File: src/rtl/month_year_counter_pkg.sv
// Shared calendar constants and the leap-year helper used by the month/year stage.
package calendar_pkg;

  localparam int MONTHS_PER_YEAR  = 12;
  localparam int MONTH_MIN        = 1;
  localparam int YEAR_MAX_DEFAULT = 99;
  localparam int MONTH_W          = 6;
  localparam int YEAR_W           = 7;

  // Divisible-by-4 is exact for 2000..2099 (2000 is a leap year).
  function automatic logic is_leap(input logic [YEAR_W-1:0] year);
    return (year[1:0] == 2'b00);
  endfunction

endpackage

File: src/rtl/month_year_counter_if.sv
// Mode/setup controls from the operator side and calendar outputs to the day counter.
interface month_year_counter_if;
  import calendar_pkg::*;

  logic               display;
  logic               done_day;
  logic               setup_month;
  logic               setup_year;
  logic               inc_dec;
  logic               tick;
  logic [MONTH_W-1:0] curr_month;
  logic [YEAR_W-1:0]  curr_year;
  logic               nhuan;
  logic               done_month;
  logic               done_century;

  modport master (
    output display, done_day, setup_month, setup_year, inc_dec, tick,
    input  curr_month, curr_year, nhuan, done_month, done_century
  );

  modport slave (
    input  display, done_day, setup_month, setup_year, inc_dec, tick,
    output curr_month, curr_year, nhuan, done_month, done_century
  );
endinterface

File: src/rtl/month_year_counter_wrap.sv
// Up/down counter over MIN..MAX that wraps at either end; wrap flags a wrapping step.
module wrap_updown_counter #(
  parameter int W   = 6,
  parameter int MIN = 1,
  parameter int MAX = 12,
  parameter int RST = 1
) (
  input  logic         clk,
  input  logic         rst,
  input  logic         en,
  input  logic         up,
  input  logic         load_rst,
  output logic [W-1:0] q,
  output logic         wrap
);

  localparam logic [W-1:0] MIN_V = W'(MIN);
  localparam logic [W-1:0] MAX_V = W'(MAX);
  localparam logic [W-1:0] RST_V = W'(RST);

  logic [W-1:0] q_reg;

  assign q    = q_reg;
  assign wrap = en & (up ? (q_reg == MAX_V) : (q_reg == MIN_V));

  always_ff @(posedge clk or posedge rst) begin
    if (rst) begin
      q_reg <= RST_V;
    end else if (load_rst) begin
      q_reg <= RST_V;
    end else if (en) begin
      if (wrap)
        q_reg <= up ? MIN_V : MAX_V;
      else
        q_reg <= up ? q_reg + W'(1) : q_reg - W'(1);
    end
  end

endmodule

File: src/rtl/month_year_counter.sv
// Month/year calendar stage: advances on the day counter's end-of-month edge,
// or steps month/year manually in setup mode.
module month_year_counter
  import calendar_pkg::*;
#(
  parameter int YEAR_MAX    = YEAR_MAX_DEFAULT,
  parameter int MONTH_RESET = 1,
  parameter int YEAR_RESET  = 0
) (
  input  logic                 clk,
  input  logic                 rst,
  month_year_counter_if.slave  bus
);

  localparam logic [MONTH_W-1:0] MONTH_MAX_V = MONTH_W'(MONTHS_PER_YEAR);
  localparam logic [YEAR_W-1:0]  YEAR_MAX_V  = YEAR_W'(YEAR_MAX);
  localparam logic [YEAR_W-1:0]  YEAR_MIN_V  = '0;
  localparam logic [YEAR_W-1:0]  YEAR_RST_V  = YEAR_W'(YEAR_RESET);

  logic [MONTH_W-1:0] month_q;
  logic [YEAR_W-1:0]  year_q;
  logic [YEAR_W-1:0]  year_next;
  logic               done_day_q_reg;
  logic               done_month_reg;
  logic               done_century_reg;
  logic               nhuan_reg;
  logic               advance, run_step, set_month, set_year;
  logic               month_en, year_en, step_up;
  logic               month_wrap, year_wrap, illegal;

  assign advance   = bus.done_day & ~done_day_q_reg;
  assign run_step  = ~bus.display & advance;
  assign set_month = bus.display & bus.tick & ~bus.setup_month;
  assign set_year  = bus.display & bus.tick & bus.setup_month & ~bus.setup_year;
  assign step_up   = bus.display ? bus.inc_dec : 1'b1;
  assign month_en  = run_step | set_month;
  assign year_en   = (run_step & month_wrap) | set_year;
  assign illegal   = (month_q == '0) || (month_q > MONTH_MAX_V) || (year_q > YEAR_MAX_V);

  wrap_updown_counter #(
    .W(MONTH_W), .MIN(MONTH_MIN), .MAX(MONTHS_PER_YEAR), .RST(MONTH_RESET)
  ) u_month (
    .clk(clk), .rst(rst), .en(month_en), .up(step_up), .load_rst(illegal),
    .q(month_q), .wrap(month_wrap)
  );

  wrap_updown_counter #(
    .W(YEAR_W), .MIN(0), .MAX(YEAR_MAX), .RST(YEAR_RESET)
  ) u_year (
    .clk(clk), .rst(rst), .en(year_en), .up(step_up), .load_rst(illegal),
    .q(year_q), .wrap(year_wrap)
  );

  // Mirror of the year counter's next value so nhuan is never a cycle stale.
  always_comb begin
    year_next = year_q;
    if (illegal)
      year_next = YEAR_RST_V;
    else if (year_en) begin
      if (year_wrap)
        year_next = step_up ? YEAR_MIN_V : YEAR_MAX_V;
      else
        year_next = step_up ? year_q + YEAR_W'(1) : year_q - YEAR_W'(1);
    end
  end

  always_ff @(posedge clk or posedge rst) begin
    if (rst) begin
      done_day_q_reg   <= 1'b0;
      done_month_reg   <= 1'b0;
      done_century_reg <= 1'b0;
      nhuan_reg        <= is_leap(YEAR_RST_V);
    end else begin
      done_day_q_reg   <= bus.done_day;
      done_month_reg   <= run_step & month_wrap & ~illegal;
      done_century_reg <= run_step & month_wrap & year_wrap & ~illegal;
      nhuan_reg        <= is_leap(year_next);
    end
  end

  assign bus.curr_month   = month_q;
  assign bus.curr_year    = year_q;
  assign bus.nhuan        = nhuan_reg;
  assign bus.done_month   = done_month_reg;
  assign bus.done_century = done_century_reg;

endmodule
File: src/flat_wrapper.sv
// flat-port wrapper written by rule: the top's interface ports become plain ports
module month_year_counter_flat import calendar_pkg::*;
#(
  parameter int YEAR_MAX    = YEAR_MAX_DEFAULT,
  parameter int MONTH_RESET = 1,
  parameter int YEAR_RESET  = 0
)
  (clk, rst, bus_display, bus_done_day, bus_setup_month, bus_setup_year, bus_inc_dec, bus_tick, bus_curr_month, bus_curr_year, bus_nhuan, bus_done_month, bus_done_century);
  month_year_counter_if bus_i ();
  input  logic clk;
  input  logic rst;
  input wire logic [$bits(bus_i.display)-1:0] bus_display;
  input wire logic [$bits(bus_i.done_day)-1:0] bus_done_day;
  input wire logic [$bits(bus_i.setup_month)-1:0] bus_setup_month;
  input wire logic [$bits(bus_i.setup_year)-1:0] bus_setup_year;
  input wire logic [$bits(bus_i.inc_dec)-1:0] bus_inc_dec;
  input wire logic [$bits(bus_i.tick)-1:0] bus_tick;
  output wire logic [$bits(bus_i.curr_month)-1:0] bus_curr_month;
  output wire logic [$bits(bus_i.curr_year)-1:0] bus_curr_year;
  output wire logic [$bits(bus_i.nhuan)-1:0] bus_nhuan;
  output wire logic [$bits(bus_i.done_month)-1:0] bus_done_month;
  output wire logic [$bits(bus_i.done_century)-1:0] bus_done_century;
  assign bus_i.display = bus_display;
  assign bus_i.done_day = bus_done_day;
  assign bus_i.setup_month = bus_setup_month;
  assign bus_i.setup_year = bus_setup_year;
  assign bus_i.inc_dec = bus_inc_dec;
  assign bus_i.tick = bus_tick;
  assign bus_curr_month = bus_i.curr_month;
  assign bus_curr_year = bus_i.curr_year;
  assign bus_nhuan = bus_i.nhuan;
  assign bus_done_month = bus_i.done_month;
  assign bus_done_century = bus_i.done_century;
  month_year_counter #(.YEAR_MAX(YEAR_MAX), .MONTH_RESET(MONTH_RESET), .YEAR_RESET(YEAR_RESET)) u_core (.clk(clk), .rst(rst), .bus(bus_i));
endmodule
File: config.mk
export PLATFORM = sky130hd
export DESIGN_NAME = month_year_counter_flat
export DESIGN_NICKNAME = d
export VERILOG_FILES = /design/src/rtl/month_year_counter_pkg.sv /design/src/rtl/month_year_counter_if.sv /design/src/rtl/month_year_counter_wrap.sv /design/src/rtl/month_year_counter.sv /design/src/flat_wrapper.sv
export SDC_FILE = /design/constraint.sdc
export NUM_CORES = 1
export LEC_CHECK = 0
export ABC_AREA = 1
export CAP_MARGIN = 20
export CORE_ASPECT_RATIO = 1.25
export CORE_MARGIN = 3
export CORE_UTILIZATION = 50
export DETAILED_ROUTE_END_ITERATION = 8
export PLACE_DENSITY = 0.76
export SETUP_SLACK_MARGIN = 0.15
export SYNTH_ARGS = -nofsm -noshare
export SYNTH_HDL_FRONTEND = slang
export SYNTH_SLANG_ARGS = --single-unit
File: constraint.sdc
create_clock -name clk -period 2.3 [get_ports clk]
set_clock_uncertainty 0.05 [all_clocks]
set_input_delay 0.23 -clock clk [delete_from_list [all_inputs] [get_ports clk]]
set_output_delay 0.23 -clock clk [all_outputs]
set_load 0.03 [all_outputs]
# ---- After elaboration in Yosys (flattened, before gate mapping)
# Index checks and enable logic that the tools add are counted.
dict set report word_totals {
  wordCells 55
  regBits 17
  input_bits 8
  out_inout_bits 16
}
dict set report classes {
  n_bitwise 19
  eq_ne 3
  reduce_logical 7
  n_addsub 4
  order_cmp 2
  n_mux 13
}
# cell count
set ops {}
lappend ops {{$mux 7} 5}
lappend ops {{$mux 6} 4}
lappend ops {{$and 1x1->1} 12}
lappend ops {{$add 7x1->7 const B} 1}
lappend ops {{$eq 7x7->1 const B} 1}
lappend ops {{$gt 7x7->1 const B} 1}
lappend ops {{$logic_not 7->1} 1}
lappend ops {{$sub 7x1->7 const B} 1}
lappend ops {{$add 6x1->6 const B} 1}
lappend ops {{$eq 6x1->1 const B} 1}
lappend ops {{$eq 6x4->1 const B} 1}
lappend ops {{$gt 6x4->1 const B} 1}
lappend ops {{$logic_not 6->1} 1}
lappend ops {{$sub 6x1->6 const B} 1}
lappend ops {{$not 1->1} 5}
lappend ops {{$mux 4} 1}
lappend ops {{$reduce_bool 2->1} 2}
lappend ops {{$mux 1} 3}
lappend ops {{$logic_not 2->1} 1}
lappend ops {{$logic_or 1x1->1} 2}
lappend ops {{$or 1x1->1} 2}

# ---- Logic depth before layout (Yosys ltp)
# Gate-level depths: netlist of run 1.
dict set report depth {
  ltp_word 12
  ltp_mapped 14
}

# ---- Modules after synthesis
# A second synthesis of run 1 with hierarchy kept.
dict set report unflattened {
  hier_cells 226
  area_unflattened_um2 1483.9
}
# module area_each_um2 cells_per_inst instances
set modules_own_cells {}
lappend modules_own_cells {{wrap_updown_counter at u_core.u_year} 636.9 98 1}
lappend modules_own_cells {{wrap_updown_counter at u_core.u_month} 554.3 82 1}
lappend modules_own_cells {month_year_counter 292.8 46 1}

# ---- Worst setup path after synthesis of run 1
# Ideal clock, no wire load.
dict set report synth_path {
  path_kind {reg-to-reg}
  startpoint {register u_core.u_month.q_reg[0], in the netlist u_core.u_month.q[0]}
  endpoint {register u_core.nhuan_reg, in the netlist u_core.bus.nhuan}
  stages_incl_launch_ff 11
  arrival_time_ps 1715
  n_path_buf 0
  period_less_slack_ps 1840
  setup_slack_ps 460
  required_ps 2174
  cell_sequence {dfstp_2 inv_1 ha_1 nand2_1 nand2_1 nor2_1 nand2_2 nor2_2 nand2_2 nand2_2 nor2_2}
}
dict set report synth_via {
  elab_chain_len 10
  word_cells_on_any_way 15
  classes_between {1 x order compare; 2 x eq/ne; 4 x mux; 4 x bitwise; 4 x reduce/logical}
}
# element line
set synth_rtl {}
lappend synth_rtl {{start: declaration} month_year_counter_wrap.sv:21} ;# logic [W-1:0] q_reg;
lappend synth_rtl {{start signal: assignment} month_year_counter_wrap.sv:33} ;# q_reg <= up ? MIN_V : MAX_V;
lappend synth_rtl {{start signal: assignment} month_year_counter_wrap.sv:35} ;# q_reg <= up ? q_reg + W'(1) : q_reg - W'(1);
lappend synth_rtl {{$eq 6x1->1 / $eq 6x4->1 (equally long branches)} month_year_counter_wrap.sv:24} ;# assign wrap = en & (up ? (q_reg == MAX_V) : (q_reg == MIN_V));
lappend synth_rtl {{$mux 1} month_year_counter_wrap.sv:24}
lappend synth_rtl {{$and 1x1->1} month_year_counter_wrap.sv:24}
lappend synth_rtl {{$and 1x1->1} month_year_counter.sv:37} ;# assign year_en = (run_step & month_wrap) | set_year;
lappend synth_rtl {{$or 1x1->1} month_year_counter.sv:37}
lappend synth_rtl {{$and 1x1->1} month_year_counter_wrap.sv:24}
lappend synth_rtl {{$mux 7} month_year_counter.sv:60} ;# if (year_wrap)
lappend synth_rtl {{$mux 7} month_year_counter.sv:59} ;# else if (year_en) begin
lappend synth_rtl {{$mux 7 *} month_year_counter.sv:57} ;# if (illegal)
lappend synth_rtl {{named net u_core.year_next[1]} month_year_counter.sv:22} ;# logic [YEAR_W-1:0] year_next;
lappend synth_rtl {{$logic_not 2->1 *} month_year_counter_pkg.sv:12} ;# return (year[1:0] == 2'b00);
lappend synth_rtl {{end signal: assignment} month_year_counter.sv:72} ;# nhuan_reg <= is_leap(YEAR_RST_V);
lappend synth_rtl {{end signal: assignment} month_year_counter.sv:77} ;# nhuan_reg <= is_leap(year_next);
lappend synth_rtl {{end: declaration} month_year_counter.sv:26} ;# logic nhuan_reg;
# Mark *: on every way through the listed nets, which the timed path passes. The rest lies on a longest branch. The select of a mux whose other input is x is not followed.
# A chain may end at the register's enable or synchronous reset.

# ---- Final worst setup path of run 1
# Same ends and word-level chain as after synthesis.

==> impl_summary.md, run 1 <==
STA
The final count of hold timing violations is 0. The peak clock frequency supported by timing is 509 MHz. The worst pin sits at a relative slew slack of 55.1%. After layout, the worst path uses between 80% and 90% of the clock period. Setup repair after global routing could not meet its margin everywhere. Counting I/O delays and the setup requirement, the final critical path takes 1970 ps. The number of max-slew violations in the final report is 0. Setup violations remaining at the end of the flow were counted as 0. The transition time at the pin with the least slew margin is between 600 and 700 ps. Setup total negative slack on the finished layout was measured at 0 ps.

CTS
CTS built an H-tree with a depth of 1. TritonCTS created 3 clock buffers. In this run, post-CTS repair resized a total of 0 instances. The root buffer cell is sky130_fd_sc_hd__clkbuf_4. After clock tree synthesis, the clock-pin slew on the worst setup and hold paths is 110 ps. The deepest clock path buffer count is 2. The post-CTS setup repair buffer count is 0.

TritonCTS built the clock tree. The number of clock sinks is 17. Hold repair after CTS inserted 0 buffers. Clock latency on the worst-skew pair, taken at its later pin, is 290 ps.

Setup path
The startpoint of the most critical register-to-register path is u_core.u_month.q[0]. The worst setup path is launched from a flip-flop. For the worst setup path, the data required time is 2470 ps.

The capturing element type of the critical path is a flip-flop. The timing startpoint of the critical path is u_core.u_month.q[0]. STA puts the critical path data arrival time at 2140 ps.

By startpoint and endpoint, the worst setup path is classified as reg -> reg. In this run the worst path has a maximum fanout of 7. The minimum setup slack among reg-to-reg paths is 330 ps.

GRT
Across every metal layer, demand over resource in global routing totals 21.5%. The via count of the first global-routing pass is around 1.3k. The first-pass GRT wire length is 5740 µm.

The number of antenna violations at the first check in global routing is 0. The maximum number of pins on one net before global-route repair is 18. The final global-route overflow total is 0.

Layout
The number of antenna repair diodes is 0. The area growth from synthesis to layout is 19.4%. After the last flow step, the layout net total stands at 235. The number of flip-flops in the largest register is 7. The finished layout holds around 250 standard cells, fillers aside. The share of post-route cells with drive strength above 1 is 19.1%.

Logic synthesis
The Yosys warning count is 0. The fraction of the yosys area taken by sequential cells is 30.3%. Among all flip-flop cells after synthesis, the most frequent one is sky130_fd_sc_hd__dfrtp_1. The post-synthesis cell area is about 0.0014 mm². Of all flip-flops after synthesis, the portion carrying an async set or reset was 100%. The number of different library cells used by synthesis comes to 31. The number of nets in the synthesized netlist is roughly 210. The number of instances in the synthesized netlist is 194. The number of storage elements in the synthesis netlist is 17. Yosys mapped a number of flops with a built-in enable equal to 0. The average cell area after synthesis is 7.28 µm².

Pwr
The portion of total power attributed to combinational logic is 64.6%. The clock network burns 8.0% of the power. VDD sags by at most 720 µV. Power spread over the standard cell area amounts to 1200 mW/mm².

The internal power of the cells totals between 0.0009 and 0.001 W. The share of power burned in registers is 27.5%. The analysis attributes to net switching a power of 0.00108 W. The fraction of power spent switching nets is 53.1%. The leakage dissipation is 0.878 nW.

Run status
The flow ran to the end, and the final reports show no timing, DRC or antenna violations.

Place
In this run the tool buffered the top-level ports with 23 buffer cells. The global placer's final weighted congestion is 0.871. The number of placed instances, taps included, is 249. The total half-perimeter wirelength after legalization and detailed placement is 2580 µm.

Detailed routing
The detailed-route DRC error count is 0. The number of detailed-route iterations in the first pass is 4. Summed over all layers, the routed wires come to 3180 µm. The count of nets left with antenna violations after detail routing is 0. Using the TritonRoute via totals, the vias-per-cell ratio works out to 5.29. Across all layers, the routed design uses 1339 vias. The detail-routed net length per standard cell is 12.6 µm. The first routing iteration left 28 violations.

Die
The number of I/O pins is 24. Once the floorplan was initialized, standard cells occupied 55.3% of the core. After floorplanning, the core was sized to cover 0.00255 mm².

The die covers about 0.0035 mm². In this run the horizontal extent of the chip is 53.5 µm. The floorplan die height is approximately 65 µm. In this run the core area contains 20 standard-cell rows.

Flow run
The tool flagged a number of max-cap violations equal to 0.

Worst hold path
The path class of the tightest hold or removal check is in -> async.
[routing by layer]
| metal | vias to the layer above | wire length, µm | GRT usage, % |
|---|---|---|---|
| li1 | 671 | - | - |
| met1 | 630 | 1340 | 25.6 |
| met2 | 34 | 1720 | 39.4 |
| met3 | 4 | 93 | 2.72 |
| met4 | 0 | 22 | 5.43 |
| met5 | - | 0 | 0 |
[synthesized netlist by cell type (2+ instances only)]
| cell | number | area (µm²) |
|---|---|---|
| sky130_fd_sc_hd__nand2_2 | 11 | 68.8 |
| sky130_fd_sc_hd__inv_2 | 5 | 18.8 |
| sky130_fd_sc_hd__nand2_1 | 54 | 203 |
| sky130_fd_sc_hd__nand3_1 | 15 | 75.1 |
| sky130_fd_sc_hd__xor2_1 | 3 | 26.3 |
| sky130_fd_sc_hd__dfrtp_1 | 15 | 375 |
| sky130_fd_sc_hd__o22ai_1 | 5 | 31.3 |
| sky130_fd_sc_hd__ha_1 | 6 | 75.1 |
| sky130_fd_sc_hd__nor2_2 | 6 | 37.5 |
| sky130_fd_sc_hd__nand3_2 | 4 | 40.0 |
| sky130_fd_sc_hd__nand2_4 | 3 | 33.8 |
| sky130_fd_sc_hd__inv_1 | 24 | 90.1 |
| sky130_fd_sc_hd__a21oi_1 | 3 | 15.0 |
| sky130_fd_sc_hd__nand4_1 | 3 | 18.8 |
| sky130_fd_sc_hd__o21ai_0 | 2 | 10.0 |
| sky130_fd_sc_hd__dfstp_2 | 2 | 52.6 |
| sky130_fd_sc_hd__nor2_4 | 2 | 22.5 |
| sky130_fd_sc_hd__o21ai_1 | 4 | 20.0 |
| sky130_fd_sc_hd__nor2_1 | 15 | 56.3 |
[critical path, cell delays in order, from the launching register on]
cell	delay, ps
sky130_fd_sc_hd__dfstp_2	620
sky130_fd_sc_hd__inv_1	100
sky130_fd_sc_hd__ha_1	240
sky130_fd_sc_hd__nand2_1	80
sky130_fd_sc_hd__nand2_1	40
sky130_fd_sc_hd__nor2_1	110
sky130_fd_sc_hd__nand2_2	130
sky130_fd_sc_hd__nor2_2	310
sky130_fd_sc_hd__nand2_2	80
sky130_fd_sc_hd__nand2_2	100
sky130_fd_sc_hd__nor2_2	40
[final timing paths]
| path | endpoint | depth (start not counted) |
|---|---|---|
| worst min register to register | u_core.u_year.q[3] | 2 |
| worst max-delay path | u_core.bus.nhuan | 10 |
| max in group asynchronous | u_core.u_year.q[1] | 2 |
| worst max register to register | u_core.bus.nhuan | 10 |
| worst min-delay path | u_core.u_year.q[4] | 2 |
| min in group clk | u_core.done_day_q_reg | 1 |
[metrics by stage]
step	hold WS, ps	setup slack, ps	total power (W)	area, µm²	utilization (%)
2_1_floorplan	105	460	0.00147	1410	-
3_3_place_gp	487	146	0.00184	1660	65.0
3_5_place_dp	485	116	0.00188	1660	65.0
4_1_cts	288	316	0.00205	1690	66.0
5_1_grt	314	147	0.00222	1690	66.0
6_report	273	334	0.00203	1690	66.0
[logic make-up (layout without fill, tap and decap cells)]
family / count (synthesis) / after routing / synth area share (%)
AOI/OAI and AO/OA: 16 / 16 / 6.83
xor gates and xnor gates: 4 / 4 / 2.48
adders and majority gates: 6 / 6 / 5.32
buffers and inverters: 31 / 57 / 9.93
DFF: 17 / 17 / 30.3
and+or+nand+nor: 120 / 120 / 45.1
[power by group through the flow]
stage	combinational, W	sequential (W)	clock, W
3_5_place_dp	0.00131	0.000563	0
4_1_cts	0.00132	0.000558	0.000170
3_3_place_gp	0.00128	0.000557	0
2_1_floorplan	0.000753	0.000722	0
6_report	0.00131	0.000557	0.000161
5_1_grt	0.00146	0.000578	0.000181
[layout by cell type (no fill, tap or decap)]
cell type	synthesis	final
sky130_fd_sc_hd__clkbuf_1	0	1
sky130_fd_sc_hd__nand2_4	3	3
sky130_fd_sc_hd__o21ai_0	2	2
sky130_fd_sc_hd__buf_4	0	1
sky130_fd_sc_hd__nor2_1	15	15
sky130_fd_sc_hd__nand3_1	15	15
sky130_fd_sc_hd__nor3_1	1	1
sky130_fd_sc_hd__nor2_4	2	2
sky130_fd_sc_hd__inv_1	24	24
sky130_fd_sc_hd__dfstp_2	2	2
sky130_fd_sc_hd__nand4_1	3	3
sky130_fd_sc_hd__nor2_8	1	1
sky130_fd_sc_hd__ha_1	6	6
sky130_fd_sc_hd__o22ai_1	5	5
sky130_fd_sc_hd__nor3b_1	1	1
sky130_fd_sc_hd__nand3b_1	1	1
sky130_fd_sc_hd__dfrtp_1	15	15
sky130_fd_sc_hd__clkdlybuf4s50_1	0	23
sky130_fd_sc_hd__o211ai_2	1	1
sky130_fd_sc_hd__clkbuf_4	0	3
sky130_fd_sc_hd__nand2_1	54	54
sky130_fd_sc_hd__nand3b_2	1	1
sky130_fd_sc_hd__xnor2_1	1	1
sky130_fd_sc_hd__nand3_4	1	1
sky130_fd_sc_hd__o21ai_1	4	4
sky130_fd_sc_hd__inv_2	5	5
sky130_fd_sc_hd__nand3_2	4	4
sky130_fd_sc_hd__nand4_2	1	1
sky130_fd_sc_hd__nor2_2	6	6
sky130_fd_sc_hd__a21oi_1	3	3
sky130_fd_sc_hd__a21o_1	1	1
sky130_fd_sc_hd__nand2_2	11	11
sky130_fd_sc_hd__xor2_1	3	3
[cell type report]
class,instances,area (µm²)
Clock buffer,4,26.3
Tap cell,33,41.3
Fill cell,247,867
Sequential cell,17,428
Inverter,29,109
Multi-Input combinational cell,146,843
Timing Repair Buffer,24,238
Note: power is estimated with default switching activity, not from simulation.
==> run 2, diff against run 1 <==
--- a/config.mk
+++ b/config.mk
@@ -13,6 +13,7 @@
 export DETAILED_ROUTE_END_ITERATION = 8
 export PLACE_DENSITY = 0.76
 export SETUP_SLACK_MARGIN = 0.15
+export SKIP_CTS_REPAIR_TIMING = 1
 export SYNTH_ARGS = -nofsm -noshare
 export SYNTH_HDL_FRONTEND = slang
 export SYNTH_SLANG_ARGS = --single-unit
==> results of run 2 <==
The final DEF is identical to that of run 1; final timing and power are the same.
==> run 3, diff against run 2 <==
--- a/config.mk
+++ b/config.mk
@@ -9,9 +9,9 @@
 export CAP_MARGIN = 20
 export CORE_ASPECT_RATIO = 1.25
 export CORE_MARGIN = 3
-export CORE_UTILIZATION = 50
+export CORE_UTILIZATION = 45
 export DETAILED_ROUTE_END_ITERATION = 8
-export PLACE_DENSITY = 0.76
+export PLACE_DENSITY = 0.69
 export SETUP_SLACK_MARGIN = 0.15
 export SKIP_CTS_REPAIR_TIMING = 1
 export SYNTH_ARGS = -nofsm -noshare
==> impl_summary.md, run 3 (synthesis gave the netlist of run 1 again) <==
Layout
In the layout the commonest cells are sky130_fd_sc_hd__nand2_1 (54), sky130_fd_sc_hd__inv_1 (24), sky130_fd_sc_hd__clkdlybuf4s50_1 (23). Cells fill around 57% of the core in the end. The layout-stage area growth over the synthesis result is 20.7%.

The number of antenna repair diodes is 0. The final layout net count is ~240. The post-route cell area is 0.00170 mm².

Registers take about 430 µm². The most common cell after layout, fill and taps aside is sky130_fd_sc_hd__nand2_1. In the final layout, the share of cells above drive strength 1 is 19.8%. The register with the most flip-flops in the layout has 7 of them. The multi-input combinational cells in the finished layout cover a total of 843 µm². The fill cell instance count of the final layout is 286.

Setup path
The number of cells on the worst reg-to-reg path is 10. The delay of the slowest critical-path stage is 610 ps. The minimum setup slack among reg-to-reg paths is around 380 ps. The cell type of the slowest stage on the worst timing path is sky130_fd_sc_hd__dfstp_2. The peak fanout along the critical path is 7. Counting stages on the worst path, the most repeated cell is sky130_fd_sc_hd__nand2_2. The critical path launch point type is a flip-flop. The capturing element type of the critical path is a flip-flop. Data on the critical path is required at its endpoint by 2480 ps. The worst setup path category is reg -> reg.

For the worst setup path, the data arrival time is roughly 2100 ps. Traced cell by cell, the critical path runs through inv_1 -> ha_1 -> nand2_1 -> nand2_1 -> nor2_1 -> nand2_2 -> nor2_2 -> nand2_2 -> nand2_2 -> nor2_2.

Place
The count of buffers added on input and output ports is 23. The global placer's final weighted congestion is 0.877. The placed instances occupy a cell area of 0.00168 mm².

The total half-perimeter wirelength after legalization and detailed placement is 2540 µm.

CTS
The tree is rooted in a sky130_fd_sc_hd__clkbuf_4. The clock passes through at most 2 buffers. The clock latency reported for the late side of the worst-skew pair is 280 ps. CTS built an H-tree with a depth of 1.

The number of clock sinks is 17. After clock tree synthesis, the clock-pin slew on the worst setup and hold paths is 100 ps. TritonCTS built the clock tree. The number of buffers created by CTS is 3.

GRT
The via count of the first global-routing pass is approximately 1.3k. The maximum number of pins on one net before global-route repair is 18. The total overflow left after global routing is 0. The number of antenna violations at the first check in global routing is 0. The first global-routing pass estimated 5410 µm of wire. The total global routing track utilization is 17.6%.

STA
Setup repair after global routing left no endpoint under its margin. The minimum period implied by the final worst setup slack is 1920 ps. The sum of negative setup slack is 0 ps. The transition time at the pin with the least slew margin is 635 ps. The final count of hold timing violations is 0. The peak clock frequency supported by timing is 521 MHz. Setup violations remaining at the end of the flow were counted as 0. Measured against its own limit, the worst slew margin works out to approximately 58%. In the finished design, the share of the clock period the worst path needs comes to between 80% and 90%. The number of max-slew violations in the final report is 0.

Die
The die covers 0.00385 mm². The effective utilization at floorplan is 47.5%. The floorplan die height is 68.6 µm.

The area of the placeable core is 0.00297 mm². From left edge to right edge, the die measures between 50 and 60 µm. The number of I/O pins is 24.

The initialized floorplan defines 22 standard-cell rows.

Pwr
Net switching is 52.7% of the power. The share of power burned in registers is 27.6%. The leakage dissipation is 0.888 nW.

The internal portion of the total power is about 0.00095 W. Across the VDD grid, the largest voltage drop is 644 µV. The portion of total power attributed to combinational logic is 64.5%.

Power spread over the standard cell area amounts to 1180 mW/mm². In this run the power spent charging and discharging nets is 0.00106 W. The clock network is responsible for 7.9% of the overall power.

Run status
The run finished with clean final reports.

Flow run
The number of maximum-capacitance violations is 0.

Detailed routing
After the first detailed-routing iteration, the DRC count stood at 32. Detailed routing inserted a total of 1337 vias. The count of nets left with antenna violations after detail routing is 0. The overall routed net length is 3060 µm. The detailed-route vias per instance is 5.18.

The number of detailed-route iterations in the first pass is 4. The detailed-route DRC error count is 0. After detailed routing, the average wire length per cell comes to 11.9 µm.

Worst hold path
The path class of the tightest hold or removal check is in -> async.
==> run 3: cell types whose count changed in the layout (fill, tap and decap cells not counted), sizes merged <==
cell	previous run	this run
buf	1	3
==> run 3: worst paths after layout <==
kind | startpoint | endpoint
setup / recovery | u_core.u_month.q[0] | u_core.bus.nhuan
hold / removal | rst | u_core.bus.done_month
setup reg to reg | u_core.u_month.q[0] | u_core.bus.nhuan
hold reg to reg | u_core.u_year.q[3] | u_core.u_year.q[3]
max in group asynchronous | rst | u_core.u_year.q[2]
min in group clk | bus_done_day | u_core.done_day_q_reg
==> run 3: power by group through the flow <==
stage | Combinational, W | Sequential, W | Clock [W]
2_1_floorplan | 0.000753 | 0.000722 | 0
3_3_place_gp | 0.00129 | 0.000558 | 0
3_5_place_dp | 0.00130 | 0.000560 | 0
4_1_cts | 0.00131 | 0.000557 | 0.000168
5_1_grt | 0.00142 | 0.000576 | 0.000181
6_report | 0.00130 | 0.000555 | 0.000158
==> run 3: layout make-up <==
cell class                 instances  area share (%)
inverter                          29            6.39
multi-input combinational        146            49.5
sequential                        17            25.1
clock buffer                       4            1.54
tap                               36            2.64
timing repair buffer              26            14.8
==> run 3: critical path, delay by kind of cell (launching register included) <==
family,cells,cell delay [ps]
flops,1,610
fa+ha+maj,1,240
buf+inv,1,100
simple gates,8,860
==> run 3: metal layers <==
layer	vias up	GRT usage [%]	share of wire [%]
li1	669	-	-
met1	638	18.2	41
met2	24	34.9	53
met3	6	2.79	3.4
met4	0	8.31	2.2
met5	-	0	0
==> run 3: through the flow <==
stage / std cells / setup WS [ps] / hold slack [ps] / total power (W)
after floorplan: 194 / 460 / 105 / 0.00147
after global placement: 254 / 253 / 490 / 0.00185
after detailed placement: 254 / 221 / 496 / 0.00186
after CTS: 258 / 365 / 294 / 0.00203
after global routing: 258 / 242 / 320 / 0.00218
final: 258 / 380 / 272 / 0.00201
